<file path="src/rtl/wb_sram_pkg.sv">
// Shared definitions for the Wishbone-to-SRAM controller and its response tag pipe.
// Contents: response tag bit layout, read-latency range limits, and
// elaboration-time helpers that validate the data-width and latency parameters.
package wb_sram_pkg;

  // Response tag layout: one valid bit and one error bit per in-flight transfer.
  localparam int unsigned TAG_W     = 2;
  localparam int unsigned TAG_VALID = 1;
  localparam int unsigned TAG_ERR   = 0;

  // Supported SRAM read latency range, in cycles.
  localparam int unsigned TICKS_MIN = 1;
  localparam int unsigned TICKS_MAX = 8;

  // Build a response tag from its fields.
  function automatic logic [TAG_W-1:0] tag_make(input logic valid, input logic err);
    logic [TAG_W-1:0] t;
    t            = '0;
    t[TAG_VALID] = valid;
    t[TAG_ERR]   = err;
    return t;
  endfunction

  // Data bus must be a whole number of bytes with one byte-enable per byte.
  function automatic bit width_ok(input int unsigned width, input int unsigned bytes);
    return (width != 0) && ((width % 8) == 0) && ((bytes * 8) == width);
  endfunction

  // Read latency must be inside the supported range.
  function automatic bit ticks_ok(input int unsigned ticks);
    return (ticks >= TICKS_MIN) && (ticks <= TICKS_MAX);
  endfunction

endpackage

</file>
<file path="src/rtl/wb_tag_pipe.sv">
// Fixed-latency response tag pipe.
// A DEPTH-deep shift register of {valid, err} tags. Stage 0 loads every cycle,
// the last stage presents the response. Reused by other bus bridges.
// Ports:
//   clk   - clock
//   rst   - asynchronous active-high clear of every stage
//   flush - synchronous clear of every stage (aborted bus cycle)
//   load  - tag entering stage 0
//   tail  - tag leaving the last stage
//   early - any valid tag in stages 0..DEPTH-2 (not yet at the tail)
//   busy  - any valid tag anywhere in the pipe
module wb_tag_pipe
  import wb_sram_pkg::*;
#(
  parameter int unsigned DEPTH = 2
) (
  input  logic             clk,
  input  logic             rst,
  input  logic             flush,
  input  logic [TAG_W-1:0] load,
  output logic [TAG_W-1:0] tail,
  output logic             early,
  output logic             busy
);

  logic [DEPTH-1:0][TAG_W-1:0] stage;

  // Shift register with async clear and synchronous flush.
  always_ff @(posedge clk or posedge rst) begin
    if (rst) begin
      stage <= '0;
    end else if (flush) begin
      stage <= '0;
    end else begin
      stage[0] <= load;
      for (int i = 1; i < int'(DEPTH); i++) begin
        stage[i] <= stage[i-1];
      end
    end
  end

  assign tail = stage[DEPTH-1];

  // Occupancy: whole pipe, and everything short of the tail stage.
  always_comb begin
    busy  = 1'b0;
    early = 1'b0;
    for (int i = 0; i < int'(DEPTH); i++) begin
      busy = busy | stage[i][TAG_VALID];
      if (i < int'(DEPTH) - 1) begin
        early = early | stage[i][TAG_VALID];
      end
    end
  end

endmodule

</file>
<file path="src/rtl/wb_sram_ctrl.sv">
// Pipelined Wishbone slave in front of a single-port SRAM with fixed read latency.
// Every accepted request, read or write, answers exactly TICKS cycles later, so a
// plain tag shift register keeps responses ordered. Non-pipelined SRAMs are
// serialised with the stall output; out-of-range addresses answer with err_o.
// Ports:
//   clk_i, rst_i          - clock, asynchronous active-high reset
//   cyc_i, stb_i, we_i    - Wishbone cycle, strobe, write enable
//   adr_i, sel_i, dat_i   - word address, byte selects, write data
//   ack_o, err_o, rty_o   - acknowledge, address error, retry (always 0)
//   wat_o                 - stall
//   dat_o                 - read data, non-zero only alongside a read ack
//   busy_o                - one or more transfers in flight
//   sram_ce_o, sram_we_o  - SRAM command enable and write
//   sram_adr_o            - SRAM address
//   sram_bes_o            - SRAM byte enables
//   sram_dat_o/sram_dat_i - SRAM write/read data
module wb_sram_ctrl
  import wb_sram_pkg::*;
#(
  parameter int unsigned ABITS = 10,
  parameter int unsigned WIDTH = 32,
  parameter int unsigned BYTES = WIDTH / 8,
  parameter int unsigned TICKS = 2,
  parameter int unsigned PIPED = 1,
  parameter int unsigned LIMIT = 2 ** ABITS,
  parameter int unsigned USEBE = 1
) (
  input  logic             clk_i,
  input  logic             rst_i,
  input  logic             cyc_i,
  input  logic             stb_i,
  input  logic             we_i,
  output logic             ack_o,
  output logic             wat_o,
  output logic             rty_o,
  output logic             err_o,
  input  logic [ABITS-1:0] adr_i,
  input  logic [BYTES-1:0] sel_i,
  input  logic [WIDTH-1:0] dat_i,
  output logic [WIDTH-1:0] dat_o,
  output logic             busy_o,
  output logic             sram_ce_o,
  output logic             sram_we_o,
  output logic [ABITS-1:0] sram_adr_o,
  output logic [BYTES-1:0] sram_bes_o,
  input  logic [WIDTH-1:0] sram_dat_i,
  output logic [WIDTH-1:0] sram_dat_o
);

  // Elaboration-time parameter sanity.
  if (!width_ok(WIDTH, BYTES)) begin : g_bad_width
    $error("wb_sram_ctrl: WIDTH must be a non-zero multiple of 8 with BYTES = WIDTH/8");
  end
  if (!ticks_ok(TICKS)) begin : g_bad_ticks
    $error("wb_sram_ctrl: TICKS must be within 1..8");
  end

  logic             accept;
  logic             in_range;
  logic             flush;
  logic             early;
  logic             rd_last;
  logic [TAG_W-1:0] tag_in;
  logic [TAG_W-1:0] tag_out;
  logic [TICKS-1:0] rd_q;

  assign accept = cyc_i && stb_i && !wat_o;
  assign flush  = !cyc_i;

  // Address range check; a limit covering the whole address space never errors.
  if (LIMIT >= 2 ** ABITS) begin : g_full_range
    assign in_range = 1'b1;
  end else begin : g_limited
    localparam logic [ABITS-1:0] LIMIT_W = ABITS'(LIMIT);
    assign in_range = adr_i < LIMIT_W;
  end

  assign tag_in = tag_make(accept, accept && !in_range);

  // Fixed-latency response tracking.
  wb_tag_pipe #(
    .DEPTH(TICKS)
  ) u_tags (
    .clk  (clk_i),
    .rst  (rst_i),
    .flush(flush),
    .load (tag_in),
    .tail (tag_out),
    .early(early),
    .busy (busy_o)
  );

  // Read/write flag travelling alongside each tag, to gate read data onto dat_o.
  always_ff @(posedge clk_i or posedge rst_i) begin
    if (rst_i) begin
      rd_q <= '0;
    end else if (flush) begin
      rd_q <= '0;
    end else begin
      rd_q[0] <= accept && !we_i;
      for (int i = 1; i < int'(TICKS); i++) begin
        rd_q[i] <= rd_q[i-1];
      end
    end
  end

  assign rd_last = rd_q[TICKS-1];

  // Responses are gated by cyc_i so a dropped cycle suppresses a response due now.
  assign ack_o = cyc_i && tag_out[TAG_VALID] && !tag_out[TAG_ERR];
  assign err_o = cyc_i && tag_out[TAG_VALID] && tag_out[TAG_ERR];
  assign rty_o = 1'b0;
  assign dat_o = (ack_o && rd_last) ? sram_dat_i : '0;

  // A single-command SRAM stalls until the outstanding tag reaches the tail,
  // so the next request is taken in the cycle the previous response issues.
  assign wat_o = (PIPED == 0) ? early : 1'b0;

  // SRAM command side.
  assign sram_ce_o  = accept && in_range;
  assign sram_we_o  = we_i;
  assign sram_adr_o = adr_i;
  assign sram_dat_o = dat_i;
  assign sram_bes_o = ((USEBE == 0) && we_i) ? {BYTES{1'b1}} : sel_i;

endmodule
</file>
<file path="config.mk">
export PLATFORM = sky130hd
export DESIGN_NAME = wb_sram_ctrl
export DESIGN_NICKNAME = d
export VERILOG_FILES = /design/src/rtl/wb_sram_pkg.sv /design/src/rtl/wb_tag_pipe.sv /design/src/rtl/wb_sram_ctrl.sv
export SDC_FILE = /design/constraint.sdc
export NUM_CORES = 1
export LEC_CHECK = 0
export ABC_AREA = 1
export CORE_ASPECT_RATIO = 0.7
export CORE_UTILIZATION = 22
export CTS_CLUSTER_SIZE = 30
export DETAILED_ROUTE_END_ITERATION = 7
export GPL_TIMING_DRIVEN = 1
export PLACE_DENSITY = 0.88
export SYNTH_ARGS = -nofsm -noshare
export SYNTH_HDL_FRONTEND = slang
export SYNTH_SLANG_ARGS = --single-unit
</file>
<file path="constraint.sdc">
create_clock -name clk_i -period 2.7 [get_ports clk_i]
set_input_delay 0.54 -clock clk_i [delete_from_list [all_inputs] [get_ports clk_i]]
set_output_delay 0.54 -clock clk_i [all_outputs]
set_load 0.01 [all_outputs]
</file>
==> run summary <==
Outcome -> finished, final reports clean
Hpwl dp -> 1780 um
Hold wc startpoint -> u_tags.early$_DFF_PP0_
CTS hold repair buffers -> 0
Total routing usage reported by global routing -> 9.88%
CP arrival -> 2.01 ns
Largest net degree at the start of global routing -> 33
Final wirelength -> 2140 um
RR Endpoint -> rd_q[1]$_DFF_PP0_
First-pass GRT wire length -> 3370 um
Sw Ratio -> 21.3%
Reg power frac -> 23.4%
Clk Latency, worst-skew pair -> 0.21 ns
Clk pwr share -> 44.9%
CP most frequent cell -> clkdlybuf4s50_1
Die area -> 0.00438 mm2
CTS H-tree lvls -> 1
Wire per inst -> 10.1 um
Post-synthesis mux area share -> 0%
IO Port Bufs -> 72
Num CTS Buffers -> 3
Clk slew on worst S/H paths -> 0.03 ns
PwrDens -> 202 mW/mm2
Storage cell area -> 100 um2
Initial Util -> 23.1%
DRC viols -> 0
Antenna-violating nets left -> 0
CP max-delay cell -> clkdlybuf4s50_1
Post-Synth XOR/XNOR Area -> 0%
GR Overflow Total -> 0
Static leakage -> 0.653 nW
Ys Warns -> 0
Area contributors post-synth -> buf_4 41%, nor2_2 19%, inv_1 15%, dfrtp_1 11%, buf_6 3.7%
Total power -> 0.274 mW
Switching pwr -> 0.0584 mW
Post-synthesis async set-or-reset flop share -> 100%
Ratio of cells with drive above 1 in the final layout -> 23.1%
Core area -> 0.00392 mm2
RSZ-0062 raised after global routing -> false
Setup bufs post-CTS -> 0
Setup TNS -> 0 ns
Synthesized flop and latch total -> 4
Cells after synthesis -> 134
Register area share after synthesis -> 11.1%
Area grow syn2layout -> 50.1%
Clk Tree Root Cell -> clkbuf_8
CTS-repair resized insts -> 0
Hold WS -> 0.457 ns
DRT iter0 DRCs -> 15
ANT cells -> 0
Cell area after synthesis -> 905 um2
Worst Clk Skew -> 0.00163 ns
CTS tree -> done
Fill cell count -> 415
Tightest Hold Check Type -> reg -> reg
Share of the synthesized area in the top cell type -> 41.5%
WHS Endpoint -> u_tags.tail[1]$_DFF_PP0_
Fin. Hold Viols -> 0
Reg2reg start -> rd_q[0]$_DFF_PP0_
DIE WIDTH -> 78.6 um
Post-DR vias/cell -> 3.50
Setup crit start -> cyc_i
Synthesized area per cell -> 6.75 um2
Fin crit share -> 94.3%
Most common cell in the synthesized netlist -> buf_4
Synth cell types -> 11
Hold path cells -> 2
Final instance area -> 0.00136 mm2
Clock sinks -> 4
Comb pwr share -> 31.7%
Row count -> 19
Multi-input logic area -> 264 um2
Vias in the first global route -> 742
Critical Path, Cell by Cell -> clkdlybuf4s50_1, nand3_4, buf_12, nor2_1, clkdlybuf4s50_1
Top Ports -> 168
Int Power -> 0.216 mW
Antenna violations before repair -> 0
Maximum vdd drop -> 0.256 mV
EDFF count, synth -> 0
R2R setup slack -> 2.13 ns
Reg2Reg Depth -> 2
Placed inst area -> 0.00132 mm2
Die Ht -> 55.7 um
Worst Path Max Fanout -> 32
Final setup violation count -> 0
Ys flop type -> dfrtp_1
RePlAce Congestion -> 0.619
Fmax -> 393 MHz
Critical Path Sink Type -> primary output
Kind of critical path -> in -> out
CP Launch Type -> input port
Max Buffers Root-to-Sink -> 2
Fin crit period -> 2.55 ns
Cell taking the most area after synthesis -> buf_4
Slowest Stage Delay on Critical Path -> 0.54 ns
Post-Synth Adder-Cell Area -> 0%
Largest family of logic cells by synthesized area -> buffers and inverters
Drt first pass iters -> 4
Synth top cells by count -> 50 x buf_4, 37 x inv_1, 27 x nor2_2
Simple-Gate Fraction of Synth Area -> 27.9%
Synth Area in Compound Gates -> 0%
Via count -> 743
WP data required -> 2.16 ns
Nets -> 245
Max Cap Viol -> 0
Count of pins over their slew limit -> 0
power by group through the flow:
stage	logic (mW)	clock network, mW	registers, mW
finish	0.0868	0.123	0.0643
global route	0.0951	0.134	0.0645
CTS	0.0880	0.128	0.0643
detailed placement	0.0873	0	0.0650
global placement	0.0857	0	0.0647
floorplan	0.0980	0	0.0645
kinds of logic (layout without fill, tap and decap cells):
logic type	count (synthesis)	after routing
other	1	3
DFF	4	4
and+or+nand+nor	39	39
buffers and inverters	90	114
metrics by stage:
stage          setup WS [ns]  util (%)  cells
6_report               0.155      34.6    212
5_1_grt               0.0843      34.6    212
4_1_cts                0.146      34.6    212
3_5_place_dp           0.148      33.6    209
3_3_place_gp           0.168      33.6    209
2_1_floorplan           1.25         -    136
sequential cells by signal, summed over array words and instances, names as in the netlist:
register,flops
rd_q,2
u_tags.early,1
u_tags.tail,1
cell type report:
class	instances	area share [%]
Multi-Input combinational cell	42	19.4
Clock buffer	3	3.04
Tap cell	52	4.79
Timing Repair Buffer	74	55.1
Sequential cell	4	7.37
Inverter	37	10.2
cells in the final DEF, fill, tap and decap left out:
master	count
inv_1	37
nor2_2	27
buf_12	1
buf_4	1
dfrtp_1	4
clkbuf_8	3
nor2_1	3
nand2_1	4
or2_2	1
clkdlybuf4s50_1	72
nor2_4	3
conb_1	3
nand3_4	1
worst max-delay path: cells and delay by family:
kind	cells	cell delay (ns)
and+or+nand+nor	2	0.19
buffers and inverters	3	1.26
how the worst max path moves through the flow:
stage                           end  slack, ns  cells past startpoint
after global placement     dat_o[0]       0.17                      5
after global routing      dat_o[28]       0.08                      5
after floorplan           dat_o[10]       1.25                      3
after detailed placement   dat_o[0]       0.15                      5
after CTS                 dat_o[28]       0.15                      5
final                      dat_o[0]       0.15                      5
routing by layer:
layer / global-route usage, % / wire [um] / up-vias
met5: 0 / 0 / -
met4: 5.29 / 11 / 0
met3: 9.02 / 438 / 4
met2: 15.2 / 1010 / 71
met1: 8.67 / 674 / 307
li1: - / - / 361
(Power assumes the default switching activity.)
